### src/rtl/core_pkg.sv
// Shared types and constants for the RV32I pipeline front end.
package core_pkg;

    localparam logic [31:0] NOP_INSTR = 32'h0000_0013;

    typedef enum logic [0:0] {
        FS_RUN  = 1'b0,
        FS_HALT = 1'b1
    } fetch_state_t;

    typedef struct packed {
        logic [31:0] instr;
        logic [31:0] pc;
        logic [31:0] pc_plus4;
        logic        valid;
    } if_id_t;

endpackage

### src/rtl/if_id_reg.sv
// IF/ID pipeline register: load a new entry, hold, or collapse into a bubble.
import core_pkg::*;

module if_id_reg (
    input  logic   clk,
    input  logic   rst,
    input  logic   load,
    input  logic   bubble,
    input  if_id_t d,
    output if_id_t q
);

    if_id_t q_reg;

    always_ff @(posedge clk or posedge rst) begin
        if (rst) begin
            q_reg.instr    <= NOP_INSTR;
            q_reg.pc       <= 32'h0;
            q_reg.pc_plus4 <= 32'h0;
            q_reg.valid    <= 1'b0;
        end else if (bubble) begin
            // A bubble keeps the old PC fields so debug views stay meaningful.
            q_reg.instr <= NOP_INSTR;
            q_reg.valid <= 1'b0;
        end else if (load) begin
            q_reg <= d;
        end
    end

    assign q = q_reg;

endmodule

### src/rtl/fetch_stage.sv
// Instruction fetch: PC register, fault detection, halt FSM and IF/ID capture.
import core_pkg::*;

module fetch_stage #(
    parameter logic [31:0] RESET_PC   = 32'h0000_0000,
    parameter int          IMEM_WORDS = 128
) (
    input  logic        i_clk,
    input  logic        i_rst,
    input  logic        i_stall,
    input  logic        i_flush,
    input  logic        i_redirect,
    input  logic [31:0] i_redirect_pc,
    output logic [31:0] o_imem_addr,
    input  logic [31:0] i_imem_rd,
    output logic [31:0] o_if_instr,
    output logic [31:0] o_if_pc,
    output logic [31:0] o_if_pc_plus4,
    output logic        o_if_valid,
    output logic        o_fault,
    output logic [31:0] o_fault_pc,
    output logic [31:0] o_fetch_count
);

    localparam logic [31:0] PC_LIMIT = 32'(4 * IMEM_WORDS);

    fetch_state_t state_reg, state_next;
    logic [31:0]  pc_reg, pc_next;
    logic         fault_reg, fault_next;
    logic [31:0]  fault_pc_reg, fault_pc_next;
    logic [31:0]  count_reg, count_next;
    logic [31:0]  pc_plus4;
    logic         fault_cond;
    logic         ifid_load;
    logic         ifid_bubble;
    if_id_t       ifid_d;
    if_id_t       ifid_q;

    assign pc_plus4   = pc_reg + 32'd4;
    assign fault_cond = (pc_reg[1:0] != 2'b00) || (pc_reg >= PC_LIMIT);

    always_ff @(posedge i_clk or posedge i_rst) begin
        if (i_rst) begin
            state_reg    <= FS_RUN;
            pc_reg       <= RESET_PC;
            fault_reg    <= 1'b0;
            fault_pc_reg <= 32'h0;
            count_reg    <= 32'h0;
        end else begin
            state_reg    <= state_next;
            pc_reg       <= pc_next;
            fault_reg    <= fault_next;
            fault_pc_reg <= fault_pc_next;
            count_reg    <= count_next;
        end
    end

    always_comb begin
        state_next    = state_reg;
        pc_next       = pc_reg;
        fault_next    = fault_reg;
        fault_pc_next = fault_pc_reg;
        count_next    = count_reg;
        ifid_load     = 1'b0;
        ifid_bubble   = 1'b0;
        case (state_reg)
            FS_RUN: begin
                if (fault_cond) begin
                    state_next    = FS_HALT;
                    fault_next    = 1'b1;
                    fault_pc_next = pc_reg;
                    ifid_bubble   = 1'b1;
                end else if (i_redirect) begin
                    pc_next     = i_redirect_pc;
                    ifid_bubble = 1'b1;
                end else if (i_stall) begin
                    // Stall holds IF/ID unless a flush arrives alongside it.
                    ifid_bubble = i_flush;
                end else if (i_flush) begin
                    pc_next     = pc_plus4;
                    ifid_bubble = 1'b1;
                end else begin
                    pc_next    = pc_plus4;
                    ifid_load  = 1'b1;
                    count_next = count_reg + 32'd1;
                end
            end
            FS_HALT: begin
                ifid_bubble = 1'b1;
            end
            default: begin
                state_next  = FS_HALT;
                ifid_bubble = 1'b1;
            end
        endcase
    end

    always_comb begin
        ifid_d.instr    = i_imem_rd;
        ifid_d.pc       = pc_reg;
        ifid_d.pc_plus4 = pc_plus4;
        ifid_d.valid    = 1'b1;
    end

    if_id_reg u_if_id_reg (
        .clk    (i_clk),
        .rst    (i_rst),
        .load   (ifid_load),
        .bubble (ifid_bubble),
        .d      (ifid_d),
        .q      (ifid_q)
    );

    assign o_imem_addr   = pc_reg;
    assign o_if_instr    = ifid_q.instr;
    assign o_if_pc       = ifid_q.pc;
    assign o_if_pc_plus4 = ifid_q.pc_plus4;
    assign o_if_valid    = ifid_q.valid;
    assign o_fault       = fault_reg;
    assign o_fault_pc    = fault_pc_reg;
    assign o_fetch_count = count_reg;

endmodule

### config.mk
export PLATFORM = sky130hd
export DESIGN_NAME = fetch_stage
export DESIGN_NICKNAME = d
export VERILOG_FILES = /design/src/rtl/core_pkg.sv /design/src/rtl/if_id_reg.sv /design/src/rtl/fetch_stage.sv
export SDC_FILE = /design/constraint.sdc
export NUM_CORES = 1
export LEC_CHECK = 0
export CAP_MARGIN = 10
export CORE_AREA = 2 2 128 130
export DETAILED_ROUTE_END_ITERATION = 10
export DIE_AREA = 0 0 130 132
export PLACE_DENSITY = 0.93
export SLEW_MARGIN = 20
export SYNTH_ARGS = -nofsm -noshare
export SYNTH_HDL_FRONTEND = slang
export SYNTH_SLANG_ARGS = --single-unit
### constraint.sdc
create_clock -name i_clk -period 16.4 [get_ports i_clk]
set_clock_uncertainty 0.05 [all_clocks]
set_input_delay 2.46 -clock i_clk [delete_from_list [all_inputs] [get_ports i_clk]]
set_output_delay 2.46 -clock i_clk [all_outputs]
set_load 0.01 [all_outputs]
==> results of run 1 <==
[metal layers]
metal | vias up | global-route usage (%) | part of all wire, %
met4 | 0 | 7.53 | 1.9
met5 | - | 0 | 0
li1 | 2603 | - | -
met1 | 2739 | 28.5 | 42
met2 | 217 | 36.7 | 48
met3 | 29 | 8.00 | 8.2
[cell families after synthesis]
family | Yosys count | share of synthesized area, %
AOI/OAI and AO/OA | 66 | 5.97
buffers and inverters | 43 | 2.68
xor gates and xnor gates | 37 | 4.25
and+or+nand+nor | 217 | 14.8
muxes | 60 | 8.37
DFF | 193 | 63.4
adders and majority gates | 3 | 0.492
[cells in the final DEF (no fill, tap or decap), drive strengths merged, types with 2 or more instances in the layout]
cell           instances
clkinvlp               3
nor3                   8
or2                    2
and2                  51
or3                    2
xnor2                 28
clkinv                 6
o31ai                  2
and3                  12
nand3                 20
dfstp                  3
nand2                 47
clkdlybuf4s50        261
ha                     3
mux2i                 30
clkbuf                17
and4                   2
a2bb2oi                3
nor4                   8
nor2                  40
nor2b                  3
nand4                 18
buf                    5
o21ai                 18
a21oi                  5
a22o                   3
a211o                  3
xor2                   9
mux2                  30
o21a                   3
dfrtp                190
a21o                  25
inv                   11
[worst register-to-register path, stage by stage, from the launching register on]
cell and delay (ps):
dfrtp_1 430, nor4_1 510, nand4_2 330, or3_1 500
or3_2 750, a211o_1 390
[through the flow]
step,hold WS [ps],cells
after floorplan,418,619
after global placement,403,1064
after detailed placement,412,1064
after CTS,433,1096
after global routing,448,1096
final,423,1096
[power by group through the flow]
stage,logic (mW),clock network [mW],registers (mW)
floorplan,0.0267,0,0.505
global placement,0.0715,0,0.504
detailed placement,0.0726,0,0.504
CTS,0.0730,0.412,0.495
global route,0.0781,0.431,0.496
finish,0.0719,0.402,0.495
[cell type report]
| class | count | share of cell area [%] |
|---|---|---|
| Timing Repair Buffer | 266 | 24.2 |
| Tap cell | 216 | 2.47 |
| Sequential cell | 193 | 44.1 |
| Clock inverter | 15 | 1.37 |
| Multi-Input combinational cell | 383 | 23.8 |
| Clock buffer | 17 | 3.88 |
| Inverter | 6 | 0.274 |
[worst paths after layout]
kind	cells after the start	end
setup / recovery	6	o_imem_addr[7]
hold / removal	2	u_if_id_reg.q[38]
setup reg to reg	5	u_if_id_reg.q[66]
hold reg to reg	2	u_if_id_reg.q[38]
max in group asynchronous	3	u_if_id_reg.q[8]
min in group asynchronous	2	u_if_id_reg.q[45]
==> qor.yml, run 1 <==
drv_slew: 0
critPathLaunchType: "input pin"
crit_buf_inv: 3
post_drt_via_cell_ratio: 5.10
end_kind: "flop"
synth_area_per_cell_um2: 12.3
synth_top_area_share_pct: 62.4
ys_seq_area_share_pct: 63.4
finalHoldViolCount: 0
maxCapViolations: 0
critPathSlowestCell: "clkdlybuf4s50_1"
period_share_pct: 31.0
combPwrFrac_pct: 7.4
crit_family: "buffers and inverters"
crit_fanout: 24
dieArea_mm2: 0.0172
gp_congestion: 0.822
p_int_uw: 740
clkTransAtPathRegs_ps: 70
p_per_area_mw_per_mm2: 88.4
n_antenna_cell: 0
io_buffers: 262
post_cts_buffers: 0
largest_register_ffs: 95
fin_util_pct: 69.8
cts.sinks: 193
numCtsBuffers: 17
grt_pass1_vias: 5803
final_area_mm2: 0.0110
r2r-start: "o_imem_addr[0]"
dp_hpwl_mm: 13.6
rsz0062_at_grt: "no"
cts_buffer_depth: 2
synth.area.top_cells: "dfrtp_1, mux2_2, and2_1, mux2i_1, xnor2_1"
r2r_slack_ps: 13360
h-tree-depth: 4
clockRootBuffer: "clkbuf_16"
worst_slew_pin_slew_ps: 1110
multi_input_area_mm2: 0.00261
finalSetupViolations: 0
cp.arrival_ps: 5340
antenna_found_initial: 0
synthArstFlopShare_pct: 100
drc: 0
outcome: "complete, no violations"
power_frac_seq_pct: 51.1
fillers: 1144
row_count: 46
yosysTopAreaCell: "dfrtp_1"
hold_class: "reg -> reg"
crit_chain: "clkdlybuf4s50_1 > clkinv_1 > a2111oi_2 > buf_4 > o21ai_0 > a22o_1"
tritoncts: "done"
antenna_left: 0
drive_above_1_share_pct: 9.09
synthTopCellsByCount: "dfrtp_1, and2_1, nand2_1"
leakagePower_nw: 5.06
synth_area_mm2: 0.00762
register_area_mm2: 0.00483
ys_warn_count: 0
finalPower_uw: 969
initial_core_util_pct: 48.5
synth_cell_types: 45
critical_path.startpoint: "i_redirect"
cp_slowest_stage_delay_ps: 990
wl_mm: 19.1
syn_inst: 619
min_from: "u_if_id_reg.q[38]"
io_pins: 263
core_mm2: 0.0157
dp_slack_ps: 10890
firstDrtPassIters: 4
crit_type: "in -> reg"
ir_worst_vdd_uv: 64.9
p_sw_share_pct: 23.7
synth_nets: 691
post_cts_resized: 0
maxSlewHeadroom_pct: 25.8
period_needed_ps: 5080
synth_top_flop_cell: "dfrtp_1"
die_width_um: 130
area_growth_pct: 43.8
p_switching_uw: 230
drt_first_iter_violations: 270
required_ps: 16660
wl_per_cell_um: 17.4
max_freq_mhz: 197
tns_ps: 0
clkPwrFrac_pct: 41.5
synth-seq-cells: 193
insertion_delay_ps: 420
synth_edf_count: 0
grt_pass1_wl_mm: 30.5
postPlaceCellArea_mm2: 0.0104
die_h_um: 132
setup_slack_ps: 11320
vias: 5588
grt_max_degree: 135
synth_most_common_cell: "dfrtp_1"
ctsHoldBuffers: 0
finalNetCount: 939
grt-ovfl-total: 0
track_usage_pct: 22.7
Power figures use the tool's default switching activity.
==> run 2: changes to the inputs <==
Settings changed: CORE_AREA 2 2 128 130 to 2 2 140 142, DIE_AREA 0 0 130 132 to 0 0 142 144, PLACE_DENSITY 0.93 to 0.83.
Clock period 16.4 ns to 4.1 ns, I/O delays scaled along.
==> qor.yml, run 2 (synthesized netlist as in run 1, its figures left out) <==
outcome: "complete, no violations"
p_per_area_mw_per_mm2: 355
post_cts_resized: 0
r2r_cells: 6
row_count: 51
insertion_delay_ps: 420
grt_max_degree: 65
fin_util_pct: 58.1
n_antenna_cell: 0
r2r_slack_ps: 1100
grt-ovfl-total: 0
hold_path_end: "u_if_id_reg.q[39]"
power_frac_seq_pct: 50.4
route.met3.wl_mm: 1.40
clockRootBuffer: "clkbuf_16"
hold_depth: 2
drt_first_iter_violations: 269
postPlaceCellArea_mm2: 0.0105
dp_hpwl_mm: 14.4
leakagePower_nw: 5.11
wl_per_cell_um: 17.4
final_area_mm2: 0.0111
numCtsBuffers: 17
worst_path_most_repeated_cell: "or3_1"
area_growth_pct: 45.4
finalSetupViolations: 0
finalHoldViolCount: 0
io_buffers: 262
crit_fanout: 32
die_h_um: 144
drv_slew: 0
final_cell_mix: "clkdlybuf4s50_1, dfrtp_1, and2_1, nand2_1, nor2_1"
p_int_mw: 2.98
post_drt_via_cell_ratio: 4.96
multi_input_area_mm2: 0.00260
post_cts_buffers: 0
rsz0062_at_grt: "no"
period_share_pct: 73.2
clkTransAtPathRegs_ps: 70
r2r-end: "u_if_id_reg.q[65]"
period_needed_ps: 3000
r2r-start: "o_imem_addr[0]"
highest_layer: "met4"
finalPower_mw: 3.93
track_usage_pct: 19.4
core_mm2: 0.0191
grt_pass1_vias: 5546
min_from: "u_if_id_reg.q[39]"
cp_slowest_stage_delay_ps: 570
die_width_um: 142
ctsHoldBuffers: 0
crit_chain: "nor4_1 > nand4_2 > or3_1 > or3_1 > buf_4 > a211o_1"
antenna_left: 0
p_switching_uw: 952
hold_class: "reg -> reg"
maxSlewHeadroom_pct: 32.5
end_kind: "flop"
dp_slack_ps: 964
maxCapViolations: 0
initial_core_util_pct: 40.0
required_ps: 4400
wl_met2_mm: 9.15
fillers: 1590
cp.arrival_ps: 3300
gp_congestion: 0.786
critPathSlowestCell: "nor4_1"
combPwrFrac_pct: 7.5
cts_buffer_depth: 2
setup_slack_ps: 1100
tritoncts: "done"
dieArea_mm2: 0.0204
final_common_cell: "clkdlybuf4s50_1"
p_sw_share_pct: 24.2
max_freq_mhz: 333
io_pins: 263
critPathLaunchType: "flop"
wl_mm: 19.6
largest_register_ffs: 95
worst_slew_pin_slew_ps: 1000
wl_met1_mm: 8.65
h-tree-depth: 4
grt_pass1_wl_mm: 30.7
antenna_found_initial: 0
drc: 0
cts.sinks: 193
register_area_mm2: 0.00483
drive_above_1_share_pct: 9.80
firstDrtPassIters: 4
finalNetCount: 947
vias: 5582
crit_type: "reg -> reg"
ir_worst_vdd_uv: 274
clkPwrFrac_pct: 42.1
tns_ps: 0
[run 2: changes by cell type in the layout (fill, tap and decap cells not counted)]
cell and change:
buf_12 +2, buf_4 +6, clkinv_4 -2, clkinv_8 +1
inv_6 -1, inv_8 +2, or3_1 +1, or3_2 -1
[run 2: area by class of cell]
class | instances | share of cell area, %
clock buffer | 17 | 3.84
clock inverter | 15 | 1.50
inverter | 6 | 0.237
multi-input combinational | 383 | 23.5
sequential | 193 | 43.6
tap | 238 | 2.69
timing repair buffer | 274 | 24.7
[run 2: critical path, delay by kind of cell (launching register included)]
kind / cells / cell delay (ps)
AOI/OAI and AO/OA: 1 / 300
buffers and inverters: 1 / 270
DFF: 1 / 440
and+or+nand+nor: 4 / 1850
[run 2: worst max-delay path by stage]
stage	start	endpoint	slack [ps]	cells after the start
after floorplan	i_rst	o_fault	950	1
after CTS	o_imem_addr[0]	u_if_id_reg.q[65]	1100	6
after global placement	i_redirect	u_if_id_reg.q[8]	990	7
after detailed placement	i_redirect	u_if_id_reg.q[59]	960	6
final	o_imem_addr[0]	u_if_id_reg.q[65]	1100	6
after global routing	o_imem_addr[0]	u_if_id_reg.q[66]	1020	6
[run 2: routing by layer]
layer	track usage (%)	vias up
li1	-	2630
met4	5.68	0
met3	6.52	24
met1	25.8	2740
met2	30.3	188
met5	0	-
[run 2: power groups by stage]
stage          sequential [mW]  clock, mW  combinational, mW
2_1_floorplan             2.02          0              0.107
3_3_place_gp              2.02          0              0.297
3_5_place_dp              2.02          0              0.299
4_1_cts                   1.98       1.70              0.301
5_1_grt                   1.99       1.78              0.320
6_report                  1.98       1.65              0.296
[run 2: through the flow]
stage | instances | hold slack, ps
floorplan | 619 | 418
global placement | 1094 | 404
detailed placement | 1094 | 412
CTS | 1126 | 430
global route | 1126 | 450
finish | 1126 | 427
